==> config.mk <==
export PLATFORM = sky130hd
export DESIGN_NAME = ps2_dev_tx
export DESIGN_NICKNAME = d
export VERILOG_FILES = /design/src/rtl/ps2_dev_tx.sv
export SDC_FILE = /design/constraint.sdc
export NUM_CORES = 1
export LEC_CHECK = 0
export CORE_MARGIN = 3
export CORE_UTILIZATION = 35
export CTS_BUF_LIST = sky130_fd_sc_hd__clkbuf_16
export CTS_CLUSTER_SIZE = 10
export DETAILED_ROUTE_END_ITERATION = 10
export HOLD_SLACK_MARGIN = 0.02
export PLACE_DENSITY = 0.48
export RECOVER_POWER = 25
export SETUP_SLACK_MARGIN = 0.3
export SYNTH_ARGS = -nofsm -noshare
export SYNTH_HDL_FRONTEND = slang
export SYNTH_SLANG_ARGS = --single-unit
==> constraint.sdc <==
create_clock -name clock -period 6.45 [get_ports clock]
set_input_delay 0.9675 -clock clock [delete_from_list [all_inputs] [get_ports clock]]
set_output_delay 0.9675 -clock clock [all_outputs]
set_load 0.01 [all_outputs]
==> src/rtl/ps2_dev_tx.sv <==
// rtl/ps2_dev_tx.sv - PS/2 device-side transmitter with scancode FIFO and inter-frame gap
// Optional host-inhibit handling (ps2_clk_in) is enabled by defining PS2_INHIBIT_EN.
module ps2_dev_tx #(
    parameter int CLK_DIV    = 2500,
    parameter int FIFO_DEPTH = 8,
    parameter int GAP_BITS   = 2
) (
    input  logic                            clock,
    input  logic                            resetn,
    input  logic                            in_valid,
    input  logic [7:0]                      in_data,
    output logic                            in_ready,
    output logic [$clog2(FIFO_DEPTH+1)-1:0] fifo_level,
    output logic                            busy,
    output logic                            ps2_clk,
    output logic                            ps2_dat
`ifdef PS2_INHIBIT_EN
    ,
    input  logic                            ps2_clk_in
`endif
);

    localparam int AW = $clog2(FIFO_DEPTH);
    localparam int LW = $clog2(FIFO_DEPTH + 1);
    localparam int PW = $clog2(CLK_DIV);
    localparam int GW = $clog2(GAP_BITS + 2);
    localparam logic [PW-1:0] PH_LAST  = PW'(CLK_DIV - 1);
    localparam logic [PW-1:0] PH_HALF  = PW'(CLK_DIV / 2);
    localparam logic [GW-1:0] GAP_LAST = GW'((GAP_BITS > 0) ? GAP_BITS - 1 : 0);
    localparam logic [LW-1:0] LVL_FULL = LW'(FIFO_DEPTH);
    localparam logic [3:0]    STOP_BIT = 4'd10;

    typedef enum logic [1:0] {IDLE, FRAME, GAP} state_t;

    state_t          state;
    logic [PW-1:0]   phase;
    logic [PW-1:0]   phase_nxt;
    logic [3:0]      bit_idx;
    logic [GW-1:0]   gap_cnt;
    logic [10:0]     frame;
    logic            pending_valid;
    logic [7:0]      pending_data;

    logic [7:0]      mem [FIFO_DEPTH];
    logic [AW-1:0]   wr_ptr;
    logic [AW-1:0]   rd_ptr;
    logic [LW-1:0]   level;

    logic            inhibit;
    logic            push;
    logic            pop;
    logic            have_data;
    logic            boundary;
    logic            load;
    logic [7:0]      load_data;

`ifdef PS2_INHIBIT_EN
    logic [1:0] clk_sync;

    always_ff @(posedge clock or negedge resetn) begin
        if (!resetn) begin
            clk_sync <= 2'b11;
        end else begin
            clk_sync <= {clk_sync[0], ps2_clk_in};
        end
    end

    // Host pulling the wire low only counts while we are releasing it high.
    assign inhibit = !clk_sync[1] && ps2_clk;
`else
    assign inhibit = 1'b0;
`endif

    assign in_ready   = (level != LVL_FULL);
    assign fifo_level = level;
    assign push       = in_valid && in_ready;
    assign have_data  = pending_valid || (level != '0);
    assign busy       = (state != IDLE) || have_data;
    assign phase_nxt  = phase + PW'(1);

    // A new frame may start from IDLE or directly out of the last gap cycle,
    // which keeps the back-to-back period at exactly (11+GAP_BITS) bit-times.
    always_comb begin
        boundary = 1'b0;
        case (state)
            IDLE:    boundary = 1'b1;
            FRAME:   boundary = (GAP_BITS == 0) && (phase == PH_LAST) && (bit_idx == STOP_BIT);
            GAP:     boundary = (phase == PH_LAST) && (gap_cnt == GAP_LAST);
            default: boundary = 1'b0;
        endcase
        load      = boundary && have_data && !inhibit;
        pop       = load && !pending_valid;
        load_data = pending_valid ? pending_data : mem[rd_ptr];
    end

    always_ff @(posedge clock) begin
        if (push) begin
            mem[wr_ptr] <= in_data;
        end
    end

    always_ff @(posedge clock or negedge resetn) begin
        if (!resetn) begin
            wr_ptr <= '0;
            rd_ptr <= '0;
            level  <= '0;
        end else begin
            if (push) wr_ptr <= wr_ptr + AW'(1);
            if (pop)  rd_ptr <= rd_ptr + AW'(1);
            if (push && !pop)      level <= level + LW'(1);
            else if (pop && !push) level <= level - LW'(1);
        end
    end

    always_ff @(posedge clock or negedge resetn) begin
        if (!resetn) begin
            state         <= IDLE;
            phase         <= '0;
            bit_idx       <= '0;
            gap_cnt       <= '0;
            frame         <= '1;
            pending_valid <= 1'b0;
            pending_data  <= '0;
            ps2_clk       <= 1'b1;
            ps2_dat       <= 1'b1;
        end else if (load) begin
            state         <= FRAME;
            phase         <= '0;
            bit_idx       <= '0;
            frame         <= {1'b1, ~^load_data, load_data, 1'b0};
            pending_valid <= 1'b0;
            ps2_clk       <= 1'b1;
            ps2_dat       <= 1'b0;
        end else begin
            case (state)
                FRAME: begin
                    if (inhibit && (bit_idx != STOP_BIT)) begin
                        // Abort: keep the byte so it is resent whole after the gap.
                        state         <= (GAP_BITS > 0) ? GAP : IDLE;
                        phase         <= '0;
                        gap_cnt       <= '0;
                        pending_valid <= 1'b1;
                        pending_data  <= frame[8:1];
                        ps2_clk       <= 1'b1;
                        ps2_dat       <= 1'b1;
                    end else if (phase != PH_LAST) begin
                        phase   <= phase_nxt;
                        ps2_clk <= (phase_nxt < PH_HALF);
                    end else if (bit_idx != STOP_BIT) begin
                        phase   <= '0;
                        bit_idx <= bit_idx + 4'd1;
                        ps2_clk <= 1'b1;
                        ps2_dat <= frame[bit_idx + 4'd1];
                    end else begin
                        state   <= (GAP_BITS > 0) ? GAP : IDLE;
                        phase   <= '0;
                        gap_cnt <= '0;
                        ps2_clk <= 1'b1;
                        ps2_dat <= 1'b1;
                    end
                end
                GAP: begin
                    if (!inhibit) begin
                        if (phase != PH_LAST) begin
                            phase <= phase_nxt;
                        end else if (gap_cnt != GAP_LAST) begin
                            phase   <= '0;
                            gap_cnt <= gap_cnt + GW'(1);
                        end else begin
                            state <= IDLE;
                        end
                    end
                end
                default: begin
                    ps2_clk <= 1'b1;
                    ps2_dat <= 1'b1;
                end
            endcase
        end
    end

endmodule

==> results of run 1 <==
-- metal layers --
metal / GRT usage, % / wire length (um) / vias up
met3: 4.07 / 232 / 4
met5: 0 / 0 / -
met2: 21.3 / 4820 / 28
met1: 16.3 / 4430 / 1473
met4: 2.87 / 56 / 0
li1: - / - / 1426
-- worst max-delay path: stages (launching register included) --
cell and delay (ns):
dfrtp_1 0.42, ha_1 0.31, or4b_4 0.49, nor4_1 0.41
a31oi_1 0.21, nor2_4 0.48, inv_2 0.18, ha_1 0.26
inv_1 0.12, ha_1 0.25, a21o_1 0.18, a21oi_1 0.17
xnor2_1 0.13, nor2_1 0.06, xor2_1 0.14
-- synth_stat cells (all sizes together), types with 2 or more instances --
master  number
mux2         5
inv         11
nor2        40
a21boi       3
mux2i       10
or2          2
nand2b       9
a211oi       2
dfstp       12
xnor2       16
nor2b        4
and2         4
nand4        2
ha          12
nor3         4
nand3        7
clkbuf       9
o31ai        8
and3         2
o21ai       21
edfxtp      64
nor4         3
nand2       25
o211ai       3
buf         11
a21oi       19
dfrtp       30
mux4        18
xor2         6
-- logic make-up (layout without fill, tap and decap cells) --
family	after synthesis	in the layout	share of synthesized area [%]
mux	33	33	11.3
buf+inv	31	49	3.02
xor+xnor	22	22	3.84
fa+ha+maj	13	13	3.39
simple gates	107	107	10.4
compound gates	67	67	8.56
flops	106	106	59.6
-- flip-flops by register name, summed over array words and instances (netlist names) --
name	cells
rd_ptr	3
state	2
fifo_level	4
phase	12
mem	64
ps2_clk	1
ps2_dat	1
gap_cnt	2
bit_idx	4
frame	10
wr_ptr	3
-- path summary, 6_finish.rpt --
check,startpoint,to,slack (ns),depth (start not counted)
setup / recovery,phase[0],fifo_level[3],2.53,14
hold / removal,frame[9],frame[9],0.49,2
setup reg to reg,phase[0],fifo_level[3],2.53,14
hold reg to reg,frame[9],frame[9],0.49,2
max in group asynchronous,resetn,state[1],3.74,1
min in group asynchronous,resetn,phase[7],1.34,1
-- area by class of cell --
| class | instances | area [um^2] |
|---|---|---|
| Sequential cell | 106 | 2990 |
| Multi-Input combinational cell | 242 | 1890 |
| Inverter | 11 | 41.3 |
| Clock buffer | 9 | 225 |
| Timing Repair Buffer | 22 | 204 |
| Tap cell | 180 | 225 |
| Fill cell | 1287 | 8260 |
| Clock inverter | 7 | 109 |
-- power groups by stage --
| stage | registers, W | logic (W) | clock network, W |
|---|---|---|---|
| after floorplan | 0.000863 | 0.000150 | 0 |
| after global placement | 0.000870 | 0.000247 | 0 |
| after detailed placement | 0.000871 | 0.000252 | 0 |
| after CTS | 0.000857 | 0.000252 | 0.000626 |
| after global routing | 0.000866 | 0.000272 | 0.000656 |
| final | 0.000856 | 0.000243 | 0.000608 |
-- per-stage QoR --
step	setup WS, ns	total power, W	cell area [um^2]
2_1_floorplan	3.31	0.00101	5020
3_3_place_gp	2.67	0.00112	5350
3_5_place_dp	2.56	0.00112	5350
4_1_cts	2.54	0.00174	5680
5_1_grt	2.13	0.00179	5680
6_report	2.53	0.00171	5680
==> impl_results.md, run 1 <==
* DRC at 0
* Max Freq at 255 MHz
* Critical Path Start Type: flip-flop
* DRT Pass-1 Iters at 4
* Combinational Power Share at 14.2%
* Sequential share of power at 50.1%
* Worst-case hold slack at 0.494 ns
* GR Overflow Total at 0
* Placed Cells at 561
* Core footprint at 0.0139 mm^2
* Port Buffers at 18
* Status: complete, but fails checks
* Fin Setup TNS at 0 ns
* Int Pwr at 0.00127 W
* Critical Path RT at 6.69 ns
* Crit end category: flip-flop
* Slew Limit Fails at 43
* Final nets at 416
* Final period util at 60.8%
* Initial antenna violation count at 0
* Gp weighted congestion at 0.755
* Clk pwr share at 35.6%
* Switching share of total power at 25.6%
* Vias per inst at 5.08
* Syn nets at 403
* Worst-path clk slew at 0.08 ns
* Peak supply drop at 0.000197 V
* Layout area overhead at 13.2%
* Die area at 0.0158 mm^2
* FP Rows at 43
* First-pass GRT wire length at 15800 um
* Total Routed Length at 9530 um
* Hpwl dp at 6280 um
* Wire per inst at 16.5 um
* HP Class: flip-flop to flip-flop
* Finish-stage setup viols at 0
* Power Dens Cells at 301 mW/mm^2
* H-tree lvl count at 3
* CTS tree: done
* RSZ-0062 raised after global routing: no
* Synth area leaders: edfxtp_1, dfrtp_1, mux4_2
* Number of flops mapped to enable cells by yosys at 64
* Max Cap Viol at 1
* Unique cell type count in the Yosys netlist at 54
* Yosys reg bits at 106
* Ports at 19
* Actual slew at the worst max-slew pin at 2.40 ns
* Clock Sinks at 106
* Die X at 126 um
* CP arrival at 4.16 ns
* Total GRT Usage at 12.7%
* Worst skew pair latency at 0.35 ns
* Num CTS Buffers at 9
* Leak pwr at 2.02 nW
* Vias at 2931
* Post_cts resized at 0
* Part of the Yosys area used for sequential elements at 59.6%
* Post-synth top area cell: edfxtp_1
* Max clock buf depth at 2
* Die height at 126 um
* Most frequent cells in the layout: edfxtp_1, nor2_1, dfrtp_1
* Worst slew margin at -59.8%
* Minimum clock period at 3.92 ns
* Synthesized instance count at 379
* Initial Util at 36.0%
* NetSw at 0.000437 W
* Non-Filler Instances at 577
* Max Fanout on Critical Path at 25
* Core Util, Final at 40.8%
* Top-area cell type share of the netlist area at 38.3%
* Setup Fix Bufs, Post-CTS at 0
* Final hold violation count at 0
* Post-route ant nets at 0
* Pin count of the biggest net entering global routing at 43
* DRT iter0 DRCs at 232
* Yosys warning total at 0
* Critical path type: flip-flop to flip-flop
* Dominant synthesized flop cell: edfxtp_1
* Commonest non-fill, non-tap cell in the layout: edfxtp_1
* CTS Root Cell: clkbuf_16
* Avg Synthesized Cell Area at 13.2 um^2
* Clock skew at 0.0117 ns
* Hold-fix buffers, CTS at 0
* Cell Area, Synth at 0.00502 mm^2
* Vias in the first global route at 2895
* Failing checks: capacitance limit, slew limit
* Fraction of layout cells with a size suffix above 1 at 15.9%
* # diodes at 0
* Post-synth ARST share at 39.6%
No activity file was read; power rests on OpenSTA's default activity.
==> run 2, diff against run 1 <==
PLACE_DENSITY = 0.49   (was 0.48)
clock period = 3.3 ns   (was 6.45 ns; I/O delays follow)
==> impl_results.md, run 2 (synthesis results as in run 1) <==
* Fraction of layout cells with a size suffix above 1 at 21.8%
* Final nets at 437
* Final setup margin at 0.380 ns
* Max clock buf depth at 2
* Vias in the first global route at 3083
* Die X at 126 um
* Actual slew at the worst max-slew pin at 2.31 ns
* Num CTS Buffers at 9
* Peak supply drop at 0.000378 V
* Clock skew at 0.00839 ns
* Initial Util at 36.0%
* First-pass GRT wire length at 16300 um
* WP buf/inv at 2
* Gp weighted congestion at 0.757
* H-tree lvl count at 3
* Failing checks: capacitance limit, slew limit
* Slew Limit Fails at 43
* Largest reg by FF count: mem
* DRT Pass-1 Iters at 4
* Hpwl dp at 6410 um
* Core footprint at 0.0139 mm^2
* Pin count of the biggest net entering global routing at 43
* Placed Cells at 575
* Worst-path clk slew at 0.07 ns
* Vias at 3002
* Initial antenna violation count at 0
* Worst-case hold slack at 0.496 ns
* Max Freq at 342 MHz
* Wire per inst at 16.3 um
* Port Buffers at 18
* Finish-stage setup viols at 0
* Minimum clock period at 2.92 ns
* Leak pwr at 2.11 nW
* FP Rows at 43
* # diodes at 0
* Crit path max-delay cell type: or4b_4
* Critical Path Start Type: flip-flop
* Status: complete, but fails checks
* Layout area overhead at 17.2%
* Fin Setup TNS at 0 ns
* Hold-fix buffers, CTS at 0
* Critical Path, Cell by Cell: ha_4 -> or4b_4 -> nor4_4 -> a31oi_2 -> nor2_4 -> clkinv_4 -> ha_4 -> inv_4 -> ha_4 -> a21o_1 -> a21oi_2 -> xnor2_1 -> nor2_1 -> xor2_1
* Delay-heaviest family, CP: simple AND/OR/NAND/NOR gates
* Commonest non-fill, non-tap cell in the layout: edfxtp_1
* Critical Path RT at 3.54 ns
* Die height at 126 um
* Worst slew margin at -53.8%
* Final period util at 88.5%
* Worst skew pair latency at 0.35 ns
* Dpl ws at 0.189 ns
* Fillers at 1276
* Max Cap Viol at 1
* Total GRT Usage at 13.2%
* Power Dens Cells at 559 mW/mm^2
* Critical path's most frequent cell: ha_4
* CTS Root Cell: clkbuf_16
* Critical path type: flip-flop to flip-flop
* CTS tree: done
* Final hold violation count at 0
* Max Fanout on Critical Path at 5
* Total Routed Length at 9760 um
* Crit end category: flip-flop
* Non-Filler Instances at 598
* Biggest regs: mem: 64 flops, phase: 12 flops, frame: 10 flops
* DRT iter0 DRCs at 234
* Ports at 19
* GR Overflow Total at 0
* CP arrival at 3.16 ns
* DRC at 0
* Die area at 0.0158 mm^2
* Post-route ant nets at 0
* HP Class: flip-flop to flip-flop
* Most frequent cells in the layout: edfxtp_1, nor2_1, dfrtp_1
* CP max stage delay at 0.48 ns
* Vias per inst at 5.02
* Clock Sinks at 106
* Number of flip-flops in the largest register at 64
* RSZ-0062 raised after global routing: yes
run 2: path summary, 6_finish.rpt:
path,from,endpoint,slack [ns],cells past startpoint
min in group asynchronous,resetn,phase[7],0.84,1
worst max-delay path,phase[1],fifo_level[3],0.38,14
worst max register to register,phase[1],fifo_level[3],0.38,14
worst min register to register,frame[0],frame[0],0.50,1
worst min-delay path,frame[0],frame[0],0.50,1
max in group asynchronous,resetn,phase[0],0.98,1
run 2: timing repair:
item                                    4_1_cts  5_1_grt
gates resized for setup                       2        9
endpoints found under the setup margin        1        1
setup buffers                                 2        5
pin swaps                                     0        8
run 2: metal layers:
layer  track usage, %  vias up  wire (um)
li1                 -     1462          -
met1             16.4     1487       4380
met2             22.3       39       4880
met3             4.03       14        345
met4             3.76        0        154
met5                0        -          0
run 2: power breakdown:
part           leakage, nW  internal (W)  switching, W
registers             1.09       0.00158     0.0000935
clock network        0.153      0.000548      0.000546
logic                0.873      0.000260      0.000262
run 2: layout make-up:
cell class | count | area, um^2 | area share (%)
clock inverter | 7 | 88.8 | 1.51
inverter | 11 | 48.8 | 0.830
timing repair buffer | 43 | 362 | 6.15
sequential | 106 | 2990 | 50.9
clock buffer | 9 | 225 | 3.83
multi-input combinational | 242 | 1940 | 33.0
tap | 180 | 225 | 3.83
run 2: stage by stage:
| stage | util [%] | cell area [um^2] | total power (W) |
|---|---|---|---|
| 6_report | 42.2 | 5880 | 0.00329 |
| 5_1_grt | 42.2 | 5880 | 0.00347 |
| 4_1_cts | 41.6 | 5800 | 0.00332 |
| 3_5_place_dp | 39.2 | 5460 | 0.00221 |
| 3_3_place_gp | 39.2 | 5460 | 0.00220 |
| 2_1_floorplan | - | 5030 | 0.00198 |
==> run 3, diff against run 2 <==
SKIP_CTS_REPAIR_TIMING = 1   (was unset)
SLEW_MARGIN = 10   (was unset)
==> impl_results.md, run 3 (synthesis results as in run 1) <==
* GR Overflow Total at 0
* Critical Path RT at 3.54 ns
* Worst skew pair latency at 0.35 ns
* Critical Path, Cell by Cell: ha_4 -> or4b_4 -> nor4_4 -> a31oi_2 -> nor2_4 -> clkinv_4 -> ha_4 -> inv_4 -> ha_4 -> a21o_1 -> a21oi_2 -> xnor2_1 -> nor2_1 -> xor2_1
* Max Cap Viol at 1
* GR Util met3 at 4.11%
* Core footprint at 0.0139 mm^2
* Reg2reg setup slack at 0.35 ns
* Initial Util at 36.0%
* Status: complete, but fails checks
* Initial antenna violation count at 0
* Fin Setup TNS at 0 ns
* Clock skew at 0.00871 ns
* DRT iter0 DRCs at 186
* Power Dens Cells at 562 mW/mm^2
* Actual slew at the worst max-slew pin at 2.30 ns
* Crit path max-delay cell type: or4b_4
* H-tree lvl count at 3
* Worst slew margin at -53.4%
* First-pass GRT wire length at 16200 um
* Post-route ant nets at 0
* Vias in the first global route at 3063
* Int Pwr at 0.00239 W
* Sequential share of power at 50.8%
* Max Freq at 339 MHz
* Critical path type: flip-flop to flip-flop
* DRC at 0
* M2 GR Usage at 22.1%
* Total Routed Length at 9710 um
* Final period util at 89.3%
* Largest reg by FF count: mem
* CTS tree: done
* Critical Path Start Type: flip-flop
* Launching point of the worst reg2reg path: phase[1]
* Fraction of layout cells with a size suffix above 1 at 21.4%
* Worst-path clk slew at 0.07 ns
* Vias per inst at 4.99
* CP arrival at 3.19 ns
* Fillers at 1280
* HP Class: flip-flop to flip-flop
* Wire per inst at 16.3 um
* Number of flip-flops in the largest register at 64
* RSZ-0062 raised after global routing: yes
* Max clock buf depth at 2
* Switching share of total power at 27.5%
* Grt met1 use at 16.3%
* Critical path's most frequent cell: ha_4
* Clk pwr share at 33.3%
* Failing checks: capacitance limit, slew limit
* Biggest regs: mem: 64 flops, phase: 12 flops, frame: 10 flops
* Worst hold path cell count at 1
* Pin count of the biggest net entering global routing at 43
* # diodes at 0
* WP buf/inv at 2
* Leak pwr at 2.10 nW
* Ports at 19
* Peak supply drop at 0.000378 V
* Critical R2R Capture: fifo_level[3]
* DRT Pass-1 Iters at 4
* Clock Sinks at 106
* FP Rows at 43
* Hpwl dp at 6410 um
* FF-to-FF path depth at 14
* Total GRT Usage at 13.1%
* NetSw at 0.000904 W
* Slew Limit Fails at 43
* Gp weighted congestion at 0.757
* Placed Area at 0.00546 mm^2
* Minimum clock period at 2.95 ns
* Die height at 126 um
* Delay-heaviest family, CP: simple AND/OR/NAND/NOR gates
* Final nets at 434
* Die X at 126 um
* Crit end category: flip-flop
* Commonest non-fill, non-tap cell in the layout: edfxtp_1
* Hold EP: frame[0]
* Design area at 0.00586 mm^2
* Port Buffers at 18
* CTS Root Cell: clkbuf_16
* Vias at 2967
* Layout area overhead at 16.8%
* Max Fanout on Critical Path at 8
* Global route hottest layer: met2
* Final hold violation count at 0
* Finish-stage setup viols at 0
* Combinational Power Share at 15.9%
* CP max stage delay at 0.48 ns
* Die area at 0.0158 mm^2
* Num CTS Buffers at 9
* Most frequent cells in the layout: edfxtp_1, nor2_1, dfrtp_1
* Min-delay src: frame[0]
[run 3: changes by cell type in the layout (fill, tap and decap cells not counted)]
cell and delta:
dfrtp_2 +1, dfrtp_1 -1, buf_4 -3
[run 3: area by class of cell]
type	count	area (um^2)	share of cell area (%)
clock buffer	9	225	3.85
clock inverter	7	88.8	1.52
inverter	11	48.8	0.833
multi-input combinational	242	1940	33.1
sequential	106	2990	51.1
tap	180	225	3.85
timing repair buffer	40	339	5.79
[run 3: layer usage]
| layer | wire [um] | part of all wire, % |
|---|---|---|
| met5 | 0 | 0 |
| met4 | 143 | 1.5 |
| met3 | 347 | 3.6 |
| met2 | 4830 | 50 |
| met1 | 4390 | 45 |
[run 3: worst max path at each step]
stage,startpoint,to,slack [ns],cells past startpoint
after CTS,phase[0],fifo_level[3],0.17,14
after global routing,phase[0],fifo_level[3],0.19,14
final,phase[1],fifo_level[3],0.35,14
after detailed placement,phase[0],fifo_level[3],0.19,14
after global placement,phase[0],fifo_level[3],0.24,14
after floorplan,phase[0],fifo_level[3],0.33,14
[run 3: metrics by stage]
step	cells	hold WS (ns)	total power [W]	setup slack [ns]	util, %
after global routing	595	0.525	0.00347	0.193	42.0
after CTS	591	0.339	0.00332	0.174	41.4
after floorplan	379	0.199	0.00198	0.329	-
after global placement	575	0.481	0.00220	0.239	39.2
after detailed placement	575	0.487	0.00221	0.189	39.2
final	595	0.496	0.00329	0.352	42.0
[run 3: power by group through the flow]
stage                     registers, W  clock network [W]  logic [W]
after floorplan                0.00169                  0   0.000293
after global placement         0.00169                  0   0.000510
after detailed placement       0.00170                  0   0.000515
after CTS                      0.00167            0.00114   0.000514
after global routing           0.00169            0.00119   0.000594
final                          0.00167            0.00110   0.000522
